===== src/rtl/scan_encoder.sv =====
// Captures a multi-hot vector and presents the index of each set bit in turn
// under a valid/ready handshake, lowest-first or highest-first.
module scan_encoder #(
    parameter int N         = 16,
    parameter bit LSB_FIRST = 1'b1,
    localparam int W        = $clog2(N)
) (
    input  logic         i_clk,
    input  logic         i_rst,
    input  logic [N-1:0] i_dec,
    input  logic         i_load,
    input  logic         i_ready,
    output logic [W-1:0] o_bin,
    output logic         o_valid,
    output logic         o_last,
    output logic         o_busy,
    output logic         o_done,
    output logic [W:0]   o_count,
    output logic         o_AI
);

    typedef enum logic {
        IDLE = 1'b0,
        SCAN = 1'b1
    } state_t;

    state_t       state_reg, state_next;
    logic [N-1:0] pend_reg;
    logic [W:0]   count_reg;
    logic         done_reg, done_next;
    logic         load_ok;
    logic         hs;
    logic [W-1:0] sel_bin;
    logic [W:0]   pop;
    logic         single;

    // Priority select: the loop order makes the last match win.
    always_comb begin
        sel_bin = '0;
        if (LSB_FIRST) begin
            for (int i = N - 1; i >= 0; i--) begin
                if (pend_reg[i]) sel_bin = W'(i);
            end
        end else begin
            for (int i = 0; i < N; i++) begin
                if (pend_reg[i]) sel_bin = W'(i);
            end
        end
    end

    always_comb begin
        pop = '0;
        for (int i = 0; i < N; i++) begin
            pop = pop + (W+1)'(i_dec[i]);
        end
    end

    assign single = (pend_reg != '0) && ((pend_reg & (pend_reg - N'(1))) == '0);

    always_comb begin
        state_next = state_reg;
        done_next  = 1'b0;
        load_ok    = 1'b0;
        hs         = 1'b0;
        case (state_reg)
            IDLE: begin
                if (i_load) begin
                    load_ok = 1'b1;
                    if (|i_dec) state_next = SCAN;
                    else        done_next  = 1'b1;
                end
            end
            SCAN: begin
                if (i_ready) begin
                    hs = 1'b1;
                    if (single) begin
                        state_next = IDLE;
                        done_next  = 1'b1;
                    end
                end
            end
            default: state_next = IDLE;
        endcase
    end

    always_ff @(posedge i_clk) begin
        if (i_rst) begin
            state_reg <= IDLE;
            pend_reg  <= '0;
            count_reg <= '0;
            done_reg  <= 1'b0;
        end else begin
            state_reg <= state_next;
            done_reg  <= done_next;
            if (load_ok) begin
                pend_reg  <= i_dec;
                count_reg <= pop;
            end else if (hs) begin
                pend_reg <= pend_reg & ~(N'(1) << sel_bin);
            end
        end
    end

    assign o_valid = (state_reg == SCAN);
    assign o_busy  = (state_reg == SCAN);
    assign o_bin   = o_valid ? sel_bin : '0;
    assign o_last  = o_valid & single;
    assign o_done  = done_reg;
    assign o_count = count_reg;
    assign o_AI    = |i_dec;

endmodule

===== config.mk =====
export PLATFORM = sky130hd
export DESIGN_NAME = scan_encoder
export DESIGN_NICKNAME = d
export VERILOG_FILES = /design/src/rtl/scan_encoder.sv
export SDC_FILE = /design/constraint.sdc
export NUM_CORES = 1
export LEC_CHECK = 0
export CELL_PAD_IN_SITES_DETAIL_PLACEMENT = 1
export CELL_PAD_IN_SITES_GLOBAL_PLACEMENT = 1
export CORE_MARGIN = 5
export CORE_UTILIZATION = 25
export DETAILED_ROUTE_END_ITERATION = 16
export GPL_TIMING_DRIVEN = 0
export PLACE_DENSITY = 0.61
export SLEW_MARGIN = 20
export SYNTH_ARGS = -nofsm -noshare
export SYNTH_HDL_FRONTEND = slang
export SYNTH_SLANG_ARGS = --single-unit

===== constraint.sdc =====
create_clock -name i_clk -period 5.1 [get_ports i_clk]
set_clock_uncertainty 0.15 [all_clocks]
set_input_delay 1.02 -clock i_clk [delete_from_list [all_inputs] [get_ports i_clk]]
set_output_delay 1.02 -clock i_clk [all_outputs]
set_load 0.01 [all_outputs]

# Word-level counts from Yosys, hierarchy flattened
# Index checks and enable logic that the tools add are counted.
[classes] add_sub_neg=16 shifts=1 muxes=33 bitwise=5 n_reduce_logical=5
[ops] op="$mux 4" count=17
[ops] op="$add 5x1->5" count=11
[ops] op="$and 16x16->16" count=2
[ops] op="$mux 16" count=2
[ops] op="$logic_not 16->1" count=1
[ops] op="$not 16->16" count=1
[ops] op="$reduce_bool 16->1" count=1
[ops] op="$reduce_or 16->1" count=1
[ops] op="$shl 1x4->16 const A" count=1
[ops] op="$sub 16x1->16 const B" count=1
[ops] op="$mux 1" count=12
[ops] op="$add 4x1->5" count=1
[ops] op="$add 3x1->4" count=1
[ops] op="$pmux 1 s2" count=2
[ops] op="$add 2x1->3" count=1
[ops] op="$add 1x1->2" count=1
[ops] op="$reduce_bool 2->1" count=1
[ops] op="$and 1x1->1" count=1
[ops] op="$logic_and 1x1->1" count=1
[ops] op="$not 1->1" count=1
[totals] register_bits=23 inputBits=20 out_inout_bits=14 wordCells=64

# Depth between registers and ports, before layout
# Gate-level depths: netlist of run 1.
[logic_depth] word_depth=21 depth_mapped=13 ltp_nobuf=13

# Worst setup path after synthesis of run 1
# No wires, ideal clock.
[synth_path] path_kind="input-to-reg" from="in i_dec[0]" to="reg count_reg[2] (netlist: o_count[2])" setup_time_ns=0.132 arrival_time_ns=3.922 t_required_ns=4.818 slack_ns=0.895 path_stages=13 path_buffers=0 path_cell_list="fa_1 -> inv_1 -> fa_1 -> fa_1 -> fa_1 -> inv_1 -> ha_1 -> inv_1 -> fa_1 -> nor2b_1 -> nor2_1 -> o21ai_0 -> a21oi_1"
[synth_via] elab_chain_len=15
[synth_lines] item="start, declared" line="10" source="input logic [N-1:0] i_dec,"
[synth_lines] item="$add 1x1->2" line="54" source="pop = pop + (W+1)'(i_dec[i]);"
[synth_lines] item="$add 2x1->3" line="54"
[synth_lines] item="$add 3x1->4" line="54"
[synth_lines] item="$add 4x1->5" line="54"
[synth_lines] item="$add 5x1->5 (11 in series)" line="54"
[synth_lines] item="end signal, assigned" line="97" source="count_reg <= pop;"
[synth_lines] item="end, declared" line="29" source="logic [W:0] count_reg;"
# No other way between the ends.
# A chain may end at the register's enable or synchronous reset.

# Worst setup path after layout of run 1
# Same ends and word-level chain as after synthesis.

==> results.yml, run 1 <==
logic_synthesis:
  yosys-top-cells-count: "24 x nand2_1, 23 x dfxtp_1, 23 x inv_1"
  synth_top_cells_by_area: "dfxtp_1 24%, fa_1 10%, nand2_1 4.7%, inv_1 4.5%, a21oi_1 4.4%"
  synth_flop_cell: "dfxtp_1"
  ys_types: 56
  synthesis.area_um2: 1924
  synth-seq-cells: 23
  synth_area_leader_cell: "dfxtp_1"
  async_flop_share_pct: 0
  syn_inst: 243
  yosysTopAreaCellShare_pct: 23.93
  avgSynthCellArea_um2: 7.919
  synth.most_common_cell: "nand2_1"
  seq_area_frac_synth_pct: 23.93
  ys_warn_count: 0
  synth-edff-count: 0
  synth.net_count: 279
timing:
  tns_ns: 0
  rsz0062_at_grt: "false"
  finalCritPeriodShare_pct: 91.78
  max_clock_freq_ghz: 0.2136
  fin_crit_ns: 4.681
  hold_viol_final: 0
  max-slew-margin-rel_pct: 61.36
  holdWs_ns: 0.3053
  max_slew.worst_pin.slew_ns: 0.5783
  final-max-slew-violation-count: 0
  setup_violations: 0
placement:
  gp_congestion: 0.8221
  dp_hpwl_um: 5451
  io_buffers: 33
  place_area_um2: 2382
drt:
  drtIter0Drc: 101
  routed_via_density: 5.097
  top_layer_used: "met4"
  vias: 1947
  drtAntennaViolNets: 0
  drt-met1-wl_um: 3118
  drt-pass1-iter-count: 4
  met3WireLength_um: 278
  wl_met2_um: 3303
  wire_per_inst_um: 17.64
  drc_errors: 0
  wirelength_um: 6740
floorplan:
  core_um2: 7607
  start_util_pct: 25.30
  die_w_um: 97.74
  die_h_um: 97.74
  boundaryPins: 34
  die-area_um2: 9552
  rows: 32
pwr:
  p_leak_nw: 0.9044
  ir_worst_vdd_mv: 0.1541
  cellPowerDensity_nw_per_um2: 296.0
critical_path:
  crit_buf_inv: 4
  critical_path.cell_chain: "clkdlybuf4s50_1, fa_1, inv_1, fa_1, fa_1, fa_1, inv_1, ha_1, inv_1, fa_1, nor2b_1, nor2_1, o21ai_0, a21oi_1"
  crit_fanout: 3
  crit_type: "input pin to flop"
  r2r_cells: 6
  end_kind: "flop"
  crit_path_frequent_cell: "fa_1"
  critical-path-top-delay-family: "adder cells"
  crit_cells: 14
  start_kind: "input pin"
  worstPathRequired_ns: 5.09
  cp_slowest_stage_delay_ns: 0.57
  cp.arrival_ns: 4.67
  cp_slowest_cell: "fa_1"
  r2r_slack_ns: 2.58
clocking:
  cts_buffer_depth: 2
  numCtsBuffers: 3
  cts_hold_buf: 0
  cts_sinks: 23
  cts-htree-levels: 1
  ctsResizeCount: 0
  cts_tree: "built"
  path_clk_slew_ns: 0.09
  cts-root-buf: "clkbuf_8"
  clkLatencyLatePin_ns: 0.26
  postCtsSetupRepairBufs: 0
grt:
  grt.total_usage_pct: 14.24
  grt_pass1_vias: 2070
  grt_pass1_wl_um: 11010
  grt_overflow: 0
  antenna_found_initial: 0
  grt_max_degree: 14
job:
  drv_cap: 0
min_path:
  hp-class: "flop to flop"
  holdPathStages: 2
final_layout:
  largest_reg_flops: 16
  drive_above_1_share_pct: 6.071
  syn_to_final_growth_pct: 26.20
  final_area_um2: 2429
  nFillCells: 932
  diodes: 0
  fin_nets: 317
status:
  outcome: "finished, final reports clean"
==> cell usage in the layout (no fill, tap or decap), types with 2 or more instances in the layout <==
| master | netlist | final |
|---|---|---|
| clkdlybuf4s50_1 | 0 | 33 |
| nand2_1 | 24 | 24 |
| inv_1 | 23 | 23 |
| dfxtp_1 | 23 | 23 |
| nor2_1 | 18 | 18 |
| a21oi_1 | 17 | 17 |
| clkbuf_1 | 16 | 16 |
| a22oi_1 | 10 | 10 |
| fa_1 | 10 | 10 |
| nor4_1 | 6 | 6 |
| ha_1 | 6 | 6 |
| nor3_1 | 5 | 5 |
| a211oi_1 | 5 | 5 |
| nand2b_1 | 4 | 4 |
| and3_1 | 4 | 4 |
| o211ai_1 | 4 | 4 |
| o21ai_0 | 4 | 4 |
| nor2b_1 | 4 | 4 |
| or2_2 | 3 | 3 |
| a2111oi_0 | 3 | 3 |
| a21o_1 | 3 | 3 |
| a221oi_1 | 3 | 3 |
| clkbuf_8 | 0 | 3 |
| or4_4 | 2 | 2 |
| buf_6 | 2 | 2 |
| o31ai_1 | 2 | 2 |
| and2_1 | 2 | 2 |
| or3_1 | 2 | 2 |
| o32ai_1 | 2 | 2 |
| a21boi_0 | 2 | 2 |
| a311oi_1 | 2 | 2 |
| nand4_1 | 2 | 2 |
| o21a_1 | 2 | 2 |
| a41oi_1 | 2 | 2 |
| a31oi_1 | 2 | 2 |
| a22o_1 | 2 | 2 |
==> metal layers <==
metal  vias to the layer above  GRT usage [%]
met4                         0          2.130
met1                       964          19.03
met5                         -              0
met2                        31          24.41
met3                         4          2.714
li1                        948              -
==> logic make-up after synthesis <==
logic type                 synth area share [%]
and+or+nand+nor                           21.98
AOI/OAI and AO/OA                         29.19
buffers and inverters                     9.622
DFF                                       23.93
adders and majority gates                 14.30
xor gates and xnor gates                 0.4552
muxes                                    0.5202
==> cell type report <==
| cell class | count | area, um2 | area share (%) |
|---|---|---|---|
| flip-flops and latches | 23 | 460.4 | 18.96 |
| clock inverters | 1 | 5.005 | 0.2061 |
| plain buffers | 21 | 98.84 | 4.070 |
| repair buffers | 33 | 330.3 | 13.60 |
| multi-input cells | 176 | 1279 | 52.65 |
| inverters | 23 | 86.33 | 3.555 |
| well taps | 102 | 127.6 | 5.255 |
| clock buffers | 3 | 41.29 | 1.700 |
==> where the power goes <==
part | switching (mW) | internal, mW | total, mW
clock network | 0.0622 | 0.0546 | 0.117
registers | 0.0142 | 0.199 | 0.213
logic | 0.214 | 0.175 | 0.389
total | 0.291 | 0.428 | 0.719
==> worst paths after layout <==
path / from / to
min: o_count[4] / o_count[4]
max: i_dec[0] / o_count[2]
max reg2reg: o_busy / pend_reg[13]
min reg2reg: o_count[4] / o_count[4]
==> tightest hold or removal path, stage by stage, from the launching register on <==
cell and delay (ns):
dfxtp_1 0.32, nand2_1 0.05, a21oi_1 0.05
==> stage by stage <==
step / power [mW] / util [%] / cells / setup WS [ns]
2_1_floorplan: 0.4716 / - / 243 / 0.8953
3_3_place_gp: 0.6041 / 31.32 / 378 / 0.1488
3_5_place_dp: 0.6074 / 31.32 / 378 / 0.1060
4_1_cts: 0.7292 / 31.92 / 382 / 0.3875
5_1_grt: 0.7765 / 31.92 / 382 / 0.2518
6_report: 0.7189 / 31.92 / 382 / 0.4191
Note: power is estimated with default switching activity, not from simulation.
==> run 2, diff against run 1 <==
CORE_UTILIZATION = 39   (was 25)
PLACE_DENSITY = 0.85   (was 0.61)
RECOVER_POWER = 25   (was not set)
==> run 2 against run 1 <==
  * Global-route usage rose by 7.3 points
  * Flip-flop and latch count unchanged
  * Highest routed layer unchanged
  * Largest cell class unchanged
  * Via count up 4.1%
  * Clock-buffer cell count unchanged
  * Sequential share of layout area increased by 0.35 points
  * Largest power group unchanged
==> results.yml, run 2 (synthesis results as in run 1) <==
final_layout:
  fin_nets: 317
  multi_input_area_um2: 1279
  nFillCells: 604
  largest_reg_flops: 16
  diodes: 0
  syn_to_final_growth_pct: 23.93
  final_util_pct: 50.16
  drive_above_1_share_pct: 6.071
  final_cell_mix: "24 x nand2_1, 24 x clkdlybuf4s50_1, 23 x inv_1, 23 x dfxtp_1, 18 x nor2_1"
  register_area_um2: 460.4
grt:
  grt_overflow: 0
  grt_pass1_wl_um: 10650
  grt_pass1_vias: 2162
  antenna_found_initial: 0
  grt.total_usage_pct: 21.56
  grt_max_degree: 14
clocking:
  cts-root-buf: "clkbuf_8"
  ctsResizeCount: 0
  clkLatencyLatePin_ns: 0.27
  cts_buffer_depth: 2
  path_clk_slew_ns: 0.08
  cts_hold_buf: 0
  cts_sinks: 23
  cts_tree: "built"
  postCtsSetupRepairBufs: 0
  numCtsBuffers: 3
  cts-htree-levels: 1
critical_path:
  worstPathRequired_ns: 5.10
  cp.arrival_ns: 4.76
  start_kind: "input pin"
  crit_type: "input pin to flop"
  crit_fanout: 3
  r2r_cells: 6
  end_kind: "flop"
  worstReg2RegStart: "pend_reg[11]"
  r2r-end: "pend_reg[15]"
  r2r_slack_ns: 2.63
floorplan:
  boundaryPins: 34
  start_util_pct: 40.47
  die_w_um: 80.25
  die-area_um2: 6439
  rows: 25
  core_um2: 4755
  die_h_um: 80.25
drt:
  vias: 2026
  wirelength_um: 6382
  wire_per_inst_um: 18.39
  drc_errors: 0
  drtIter0Drc: 194
  drtAntennaViolNets: 0
  drt-pass1-iter-count: 4
  routed_via_density: 5.839
job:
  drv_cap: 0
timing:
  final-max-slew-violation-count: 0
  finalCritPeriodShare_pct: 93.32
  max_clock_freq_ghz: 0.2101
  tns_ns: 0
  max_slew.worst_pin.slew_ns: 0.5692
  rsz0062_at_grt: "false"
  max-slew-margin-rel_pct: 61.97
  hold_viol_final: 0
  fin_crit_ns: 4.759
  setup_violations: 0
status:
  outcome: "finished, final reports clean"
min_path:
  holdPathStages: 2
  min_from: "o_count[2]"
  worstHoldEndpoint: "o_count[2]"
  hp-class: "flop to flop"
placement:
  io_buffers: 33
  dp_hpwl_um: 5053
  gp_congestion: 0.9278
pwr:
  p_leak_nw: 0.9253
  cellPowerDensity_nw_per_um2: 298.8
  ir_worst_vdd_mv: 0.1326
run 2: cell count changes in the layout (fill, tap and decap cells not counted):
| cell | previous run | this run |
|---|---|---|
| clkdlybuf4s50_1 | 33 | 24 |
| dlygate4sd3_1 | 0 | 9 |
run 2: how the worst max path moves through the flow:
stage	from	to	cells after the start
final	i_dec[0]	o_count[2]	14
after global routing	i_dec[0]	o_count[2]	14
after CTS	i_dec[5]	o_count[2]	14
after detailed placement	i_dec[5]	o_count[2]	14
after global placement	i_dec[5]	o_count[2]	14
after floorplan	i_dec[0]	o_count[2]	13
run 2: metal layers:
metal / routed length (um) / part of all wire, % / up-vias / track usage [%]
li1: - / - / 952 / -
met1: 2764 / 43 / 978 / 26.89
met4: 293 / 4.6 / 0 / 10.30
met3: 382 / 6.0 / 25 / 4.933
met2: 2942 / 46 / 71 / 34.85
met5: 0 / 0 / - / 0
run 2: layout make-up:
type	count	area share (%)
Multi-Input combinational cell	176	53.62
Sequential cell	23	19.31
Timing Repair Buffer	33	13.85
Buffer	21	4.145
Inverter	23	3.620
Tap cell	67	3.515
Clock buffer	3	1.731
Clock inverter	1	0.2099
run 2: critical path, cell delays in order:
cell and delay, ns:
dlygate4sd3_1 0.63, fa_1 0.56, inv_1 0.06, fa_1 0.47
fa_1 0.55, fa_1 0.41, inv_1 0.07, ha_1 0.16
inv_1 0.06, fa_1 0.38, nor2b_1 0.16, nor2_1 0.06
o21ai_0 0.10, a21oi_1 0.08
run 2: stage by stage:
step	worst slack [ns]	total power, mW	cells	hold slack (ns)	instance area, um2
2_1_floorplan	0.8953	0.4716	243	0.3261	1924
3_3_place_gp	0.1223	0.5929	343	0.2899	2338
3_5_place_dp	0.1016	0.6068	343	0.2964	2338
4_1_cts	0.3885	0.7240	347	0.3061	2385
5_1_grt	0.1646	0.7778	347	0.3454	2385
6_report	0.3407	0.7125	347	0.3040	2385
run 2: report_power, final:
part | switching, mW | leakage (nW) | internal [mW]
clock | 0.0628 | 0.0255 | 0.0547
sequential | 0.0128 | 0.189 | 0.199
combinational | 0.214 | 0.711 | 0.170
==> run 3, diff against run 2 <==
CORE_ASPECT_RATIO = 0.8   (was not set)
CORE_UTILIZATION = 42   (was 39)
PLACE_DENSITY = 0.91   (was 0.85)
clock period = 5.95 ns   (was 5.1 ns; I/O delays follow)
==> run 3 against run 2 <==
  * First-iteration DRC count fell by 3.6%
  * Global-route usage rose by 1.7 points
  * Clock-buffer cell count did not move
  * Final cell count fell by 2.0%
  * Largest cell class unchanged
==> results.yml, run 3 (synthesis results as in run 1) <==
status:
  outcome: "finished, final reports clean"
clocking:
  cts-root-buf: "clkbuf_8"
  cts_hold_buf: 0
  cts-htree-levels: 1
  clkLatencyLatePin_ns: 0.28
  postCtsSetupRepairBufs: 0
  cts_buffer_depth: 2
  ctsResizeCount: 0
  cts_tree: "built"
  numCtsBuffers: 3
  path_clk_slew_ns: 0.10
  cts_sinks: 23
timing:
  finalCritPeriodShare_pct: 83.37
  fin_crit_ns: 4.961
  final-max-slew-violation-count: 0
  hold_viol_final: 0
  rsz0062_at_grt: "false"
  max_slew.worst_pin.slew_ns: 0.6289
  max-slew-margin-rel_pct: 57.98
  max_clock_freq_ghz: 0.2016
  holdWs_ns: 0.3065
  tns_ns: 0
  setup_violations: 0
critical_path:
  cp_slowest_stage_delay_ns: 0.59
  crit_buf_inv: 4
  cp.arrival_ns: 4.96
  crit_type: "input pin to flop"
  crit_cells: 14
  crit_path_frequent_cell: "fa_1"
  start_kind: "input pin"
  crit_fanout: 3
  r2r_cells: 6
  end_kind: "flop"
  worstPathRequired_ns: 5.95
  r2r_slack_ns: 3.33
  critical_path.cell_chain: "dlygate4sd3_1, fa_1, inv_1, fa_1, fa_1, fa_1, inv_1, ha_1, inv_1, fa_1, nor2b_1, nor2_1, o21ai_0, a21oi_1"
  critical-path-top-delay-family: "adder cells"
  cp_slowest_cell: "dlygate4sd3_1"
floorplan:
  die-area_um2: 6044
  boundaryPins: 34
  start_util_pct: 42.63
  rows: 22
  die_h_um: 70.54
  core_um2: 4514
  die_w_um: 85.68
min_path:
  holdPathStages: 2
  hp-class: "flop to flop"
grt:
  grt_pass1_wl_um: 11110
  grt_overflow: 0
  antenna_found_initial: 0
  grt_max_degree: 15
  grt.total_usage_pct: 23.24
  grt_pass1_vias: 2153
final_layout:
  fin_nets: 317
  largest_reg_flops: 16
  final_cell_mix: "25 x clkdlybuf4s50_1, 24 x nand2_1, 23 x inv_1, 23 x dfxtp_1, 18 x nor2_1"
  diodes: 0
  syn_to_final_growth_pct: 23.60
  drive_above_1_share_pct: 6.071
  final_common_cell: "clkdlybuf4s50_1"
drt:
  drtIter0Drc: 187
  wl_met2_um: 3098
  drt-met1-wl_um: 2879
  drt-pass1-iter-count: 7
  wirelength_um: 6873
  top_layer_used: "met4"
  vias: 2151
  met3WireLength_um: 692
  drtAntennaViolNets: 0
  drc_errors: 0
  wire_per_inst_um: 20.21
  routed_via_density: 6.326
pwr:
  cellPowerDensity_nw_per_um2: 265.2
  swShare_pct: 42.15
  power.share.sequential_pct: 28.7
  p_switching_mw: 0.2659
  p_leak_nw: 0.9201
  ir_worst_vdd_mv: 0.1198
  p_int_mw: 0.3649
  clkPwrFrac_pct: 16.9
  pwr-share-comb_pct: 54.3
job:
  drv_cap: 0
placement:
  dp_hpwl_um: 5196
  io_buffers: 33
  gp_congestion: 0.8939
[run 3: routing by layer]
metal,vias to the layer above,global-route usage [%]
met3,20,6.286
li1,955,-
met5,-,0
met4,0,8.963
met2,119,35.43
met1,1057,31.38
[run 3: final timing paths]
| kind | startpoint | to |
|---|---|---|
| worst max-delay path | i_dec[0] | o_count[2] |
| worst min-delay path | o_count[3] | o_count[3] |
| worst max register to register | o_busy | pend_reg[13] |
| worst min register to register | o_count[3] | o_count[3] |
[run 3: layout make-up]
type	instances	area, um2
buffer	21	98.84
timing repair buffer	33	330.3
multi-input combinational	176	1279
clock buffer	3	41.29
fill	582	2136
tap	60	75.07
sequential	23	460.4
clock inverter	1	7.507
inverter	23	86.33
[run 3: power groups by stage]
stage          registers, mW  clock network (mW)  logic [mW]
6_report               0.181               0.107       0.343
3_5_place_dp           0.185                   0       0.339
5_1_grt                0.184               0.115       0.381
3_3_place_gp           0.184                   0       0.320
4_1_cts                0.182               0.109       0.343
2_1_floorplan          0.187                   0       0.218
[run 3: worst reg2reg max path, delay by kind of cell (launching register included)]
kind / cells / cell delay, ns
flip-flops: 1 / 0.39
AO/OA/AOI/OAI: 3 / 0.60
multiplexers: 1 / 0.54
buffers and inverters: 2 / 0.86
[run 3: metrics by stage]
| stage | power [mW] | area [um2] | util, % | cells | setup WS, ns |
|---|---|---|---|---|---|
| after global routing | 0.6804 | 2379 | 52.69 | 340 | 0.8082 |
| final | 0.6309 | 2379 | 52.69 | 340 | 0.9894 |
| after detailed placement | 0.5241 | 2330 | 51.61 | 336 | 0.7420 |
| after floorplan | 0.4042 | 1924 | - | 243 | 1.575 |
| after global placement | 0.5045 | 2330 | 51.61 | 336 | 0.8641 |
| after CTS | 0.6338 | 2379 | 52.69 | 340 | 1.046 |
==> RTL edit (settings of run 1) <==
Set the parameter `LSB_FIRST` to 1'b0 (it was 1'b1).
--- a/src/rtl/scan_encoder.sv
+++ b/src/rtl/scan_encoder.sv
@@ -2,7 +2,7 @@
 // under a valid/ready handshake, lowest-first or highest-first.
 module scan_encoder #(
     parameter int N         = 16,
-    parameter bit LSB_FIRST = 1'b1,
+    parameter bit LSB_FIRST = 1'b0,
     localparam int W        = $clog2(N)
 ) (
     input  logic         i_clk,
Check against the original RTL: not equivalent (Yosys sat finds a counterexample within 4 cycles, from zero or initial values and one cycle with i_rst high).
==> RTL edit against run 1 <==
Sequential cell count unchanged; highest routed layer unchanged; routed wire length fell by 13%; register-to-register slack better by 0.13 ns; synthesized area fell by 5.0%; cell area down 4.1%; die area fell by 4.5%; largest power group unchanged; utilization increased by 0.53 points; global-route usage fell by 0.56 points; total power shrank 5.2%; setup slack improved by 0.021 ns.
==> RTL edit: results (changes against run 1) <==
----------------------------------------------------
[Place]
  Instance area at placement ... 2280 um2 (-4.2%)
  Routability-driven placement congestion ratio ... 0.778 (-5.3%)
  Number of placed instances with taps included ... 354 (-6.3%)
  Setup Slack @ Placement ... 0.0968 ns (-0.00920 ns)
  Post-detail-place hpwl ... 4.73 mm (-13%)

[Yosys]
  Cells taking the most area after synthesis ... sky130_fd_sc_hd__dfxtp_1 25%, sky130_fd_sc_hd__fa_1 11%, sky130_fd_sc_hd__a21oi_1 5.7%, sky130_fd_sc_hd__inv_1 5.7%, sky130_fd_sc_hd__a22oi_1 4.5%
  Most instantiated cells after synthesis ... 28 x sky130_fd_sc_hd__inv_1, 23 x sky130_fd_sc_hd__dfxtp_1, 21 x sky130_fd_sc_hd__a21oi_1, 19 x sky130_fd_sc_hd__nor2_1, 13 x sky130_fd_sc_hd__nand2_1
  Share of synthesized cell area in full adder, half adder and majority cells ... 0.162 (+0.0185)
  Mean instance size in the synthesized netlist ... 8.23 um2 (+4.0%)
  Xor/xnor cell area share of the yosys netlist ... 0.00479 (+0.000240)
  Most frequently used flop master after synthesis ... sky130_fd_sc_hd__dfxtp_1
  Complex-gate fraction of the synthesized area ... 0.240 (-0.0517)
  Portion of the post-synthesis area used by sequential elements ... 0.252 (+0.0126)
  Multiplexer share of the synthesized area ... 0.0110 (+0.00575)
  Syn nets ... 258 (-7.5%)
  Count of cell types in the netlist ... 52 (-7.1%)

[Cells and area]
  Ratio of cells with drive above 1 in the final layout ... 0.0695 (+0.00878)
  Count of placed standard cells in the final layout, fillers left out ... 358 (-6.3%)
  Net count, final ... 296 (-6.6%)
  Ant. Diodes ... 0 (unchanged)

[CTS]
  Number of buffers created by CTS ... 3 (unchanged)
  H-tree levels ... 1 (unchanged)
  Number of resized instances in the post-cts repair step ... 0 (unchanged)

[Detailed routing]
  Vias per std cell ... 5.13 (+0.68%)
  Drt initial violations ... 72 (-29%)
  Total wire length after detailed routing ... 5.85 mm (-13%)

[Run status]
  Run status ... complete, no violations

[Global route]
  Via count of the first global-routing pass ... 1870 (-9.7%)
  First-pass GRT wire length ... 9.69 mm (-12%)
  Gr usage total ... 0.137 (-0.00559)

[Power]
  VDD IR max ... 107 uV (-31%)
  Net switching power ... 0.267 mW (-8.2%)
  Reported leakage power ... 0.905 nW (about the same)

[Setup path]
  Startpoint-to-endpoint class of the critical path ... in -> reg
  Data arrival time at the worst-slack endpoint ... 4.66 ns (about the same)
  Largest driver fanout on the critical path ... 3 (unchanged)

[Timing]
  Slew Limit Headroom ... 0.518 (-0.0952)

----------------------------------------------------
-- RTL edit: cell types whose count changed in the layout (fill, tap and decap cells not counted), moves of 4 or more --
cell	run 1	this run
sky130_fd_sc_hd__o21ai_0	4	9
sky130_fd_sc_hd__and3_1	4	0
sky130_fd_sc_hd__clkbuf_1	16	5
sky130_fd_sc_hd__nand2_1	24	13
sky130_fd_sc_hd__inv_1	23	28
sky130_fd_sc_hd__a21oi_1	17	21
-- RTL edit: cell families after synthesis --
logic type / count (synthesis)
AND/OR/NAND/NOR: 70
buffers and inverters: 41
flip-flops: 23
AO/OA/AOI/OAI: 67
adder cells (fa/ha/maj): 18
multiplexers: 2
XOR/XNOR: 1
-- RTL edit: power by group through the flow --
stage               Combinational (mW)  Sequential [mW]  Clock [mW]
floorplan                        0.228            0.222           0
global placement                 0.340            0.222           0
detailed placement               0.350            0.223           0
CTS                              0.351            0.219       0.121
global route                     0.390            0.223       0.129
finish                           0.343            0.219       0.119
-- RTL edit: layer usage --
layer / global-route usage / vias to the layer above / wire [um]
li1: - / 865 / -
met1: 0.187 / 920 / 2740
met2: 0.226 / 47 / 2860
met3: 0.0158 / 5 / 203
met4: 0.0403 / 0 / 48
met5: 0 / - / 0
-- RTL edit: final cells by class --
class | count | area (um2)
fillers | 884 | 4850
repair buffers | 33 | 330
plain buffers | 13 | 81.3
inverters | 28 | 105
clock buffers | 3 | 41.3
flip-flops and latches | 23 | 460
multi-input cells | 158 | 1180
clock inverters | 1 | 5.00
well taps | 99 | 124
-- RTL edit: path summary, 6_finish.rpt --
check                                  start          end  slack (ns)
worst max register to register  pend_reg[10]  pend_reg[0]        2.71
worst max-delay path                i_dec[5]   o_count[2]        0.44
worst min-delay path              o_count[3]   o_count[3]        0.31
worst min register to register    o_count[3]   o_count[3]        0.31
-- RTL edit: worst max-delay path, stage by stage --
cell                              delay, ns
sky130_fd_sc_hd__clkdlybuf4s50_1       0.56
sky130_fd_sc_hd__inv_1                 0.09
sky130_fd_sc_hd__fa_1                  0.56
sky130_fd_sc_hd__fa_1                  0.44
sky130_fd_sc_hd__fa_1                  0.54
sky130_fd_sc_hd__fa_1                  0.41
sky130_fd_sc_hd__inv_1                 0.07
sky130_fd_sc_hd__ha_1                  0.16
sky130_fd_sc_hd__inv_1                 0.06
sky130_fd_sc_hd__fa_1                  0.39
sky130_fd_sc_hd__nor2b_1               0.16
sky130_fd_sc_hd__nor2_1                0.05
sky130_fd_sc_hd__o21ai_0               0.08
sky130_fd_sc_hd__a21oi_1               0.08
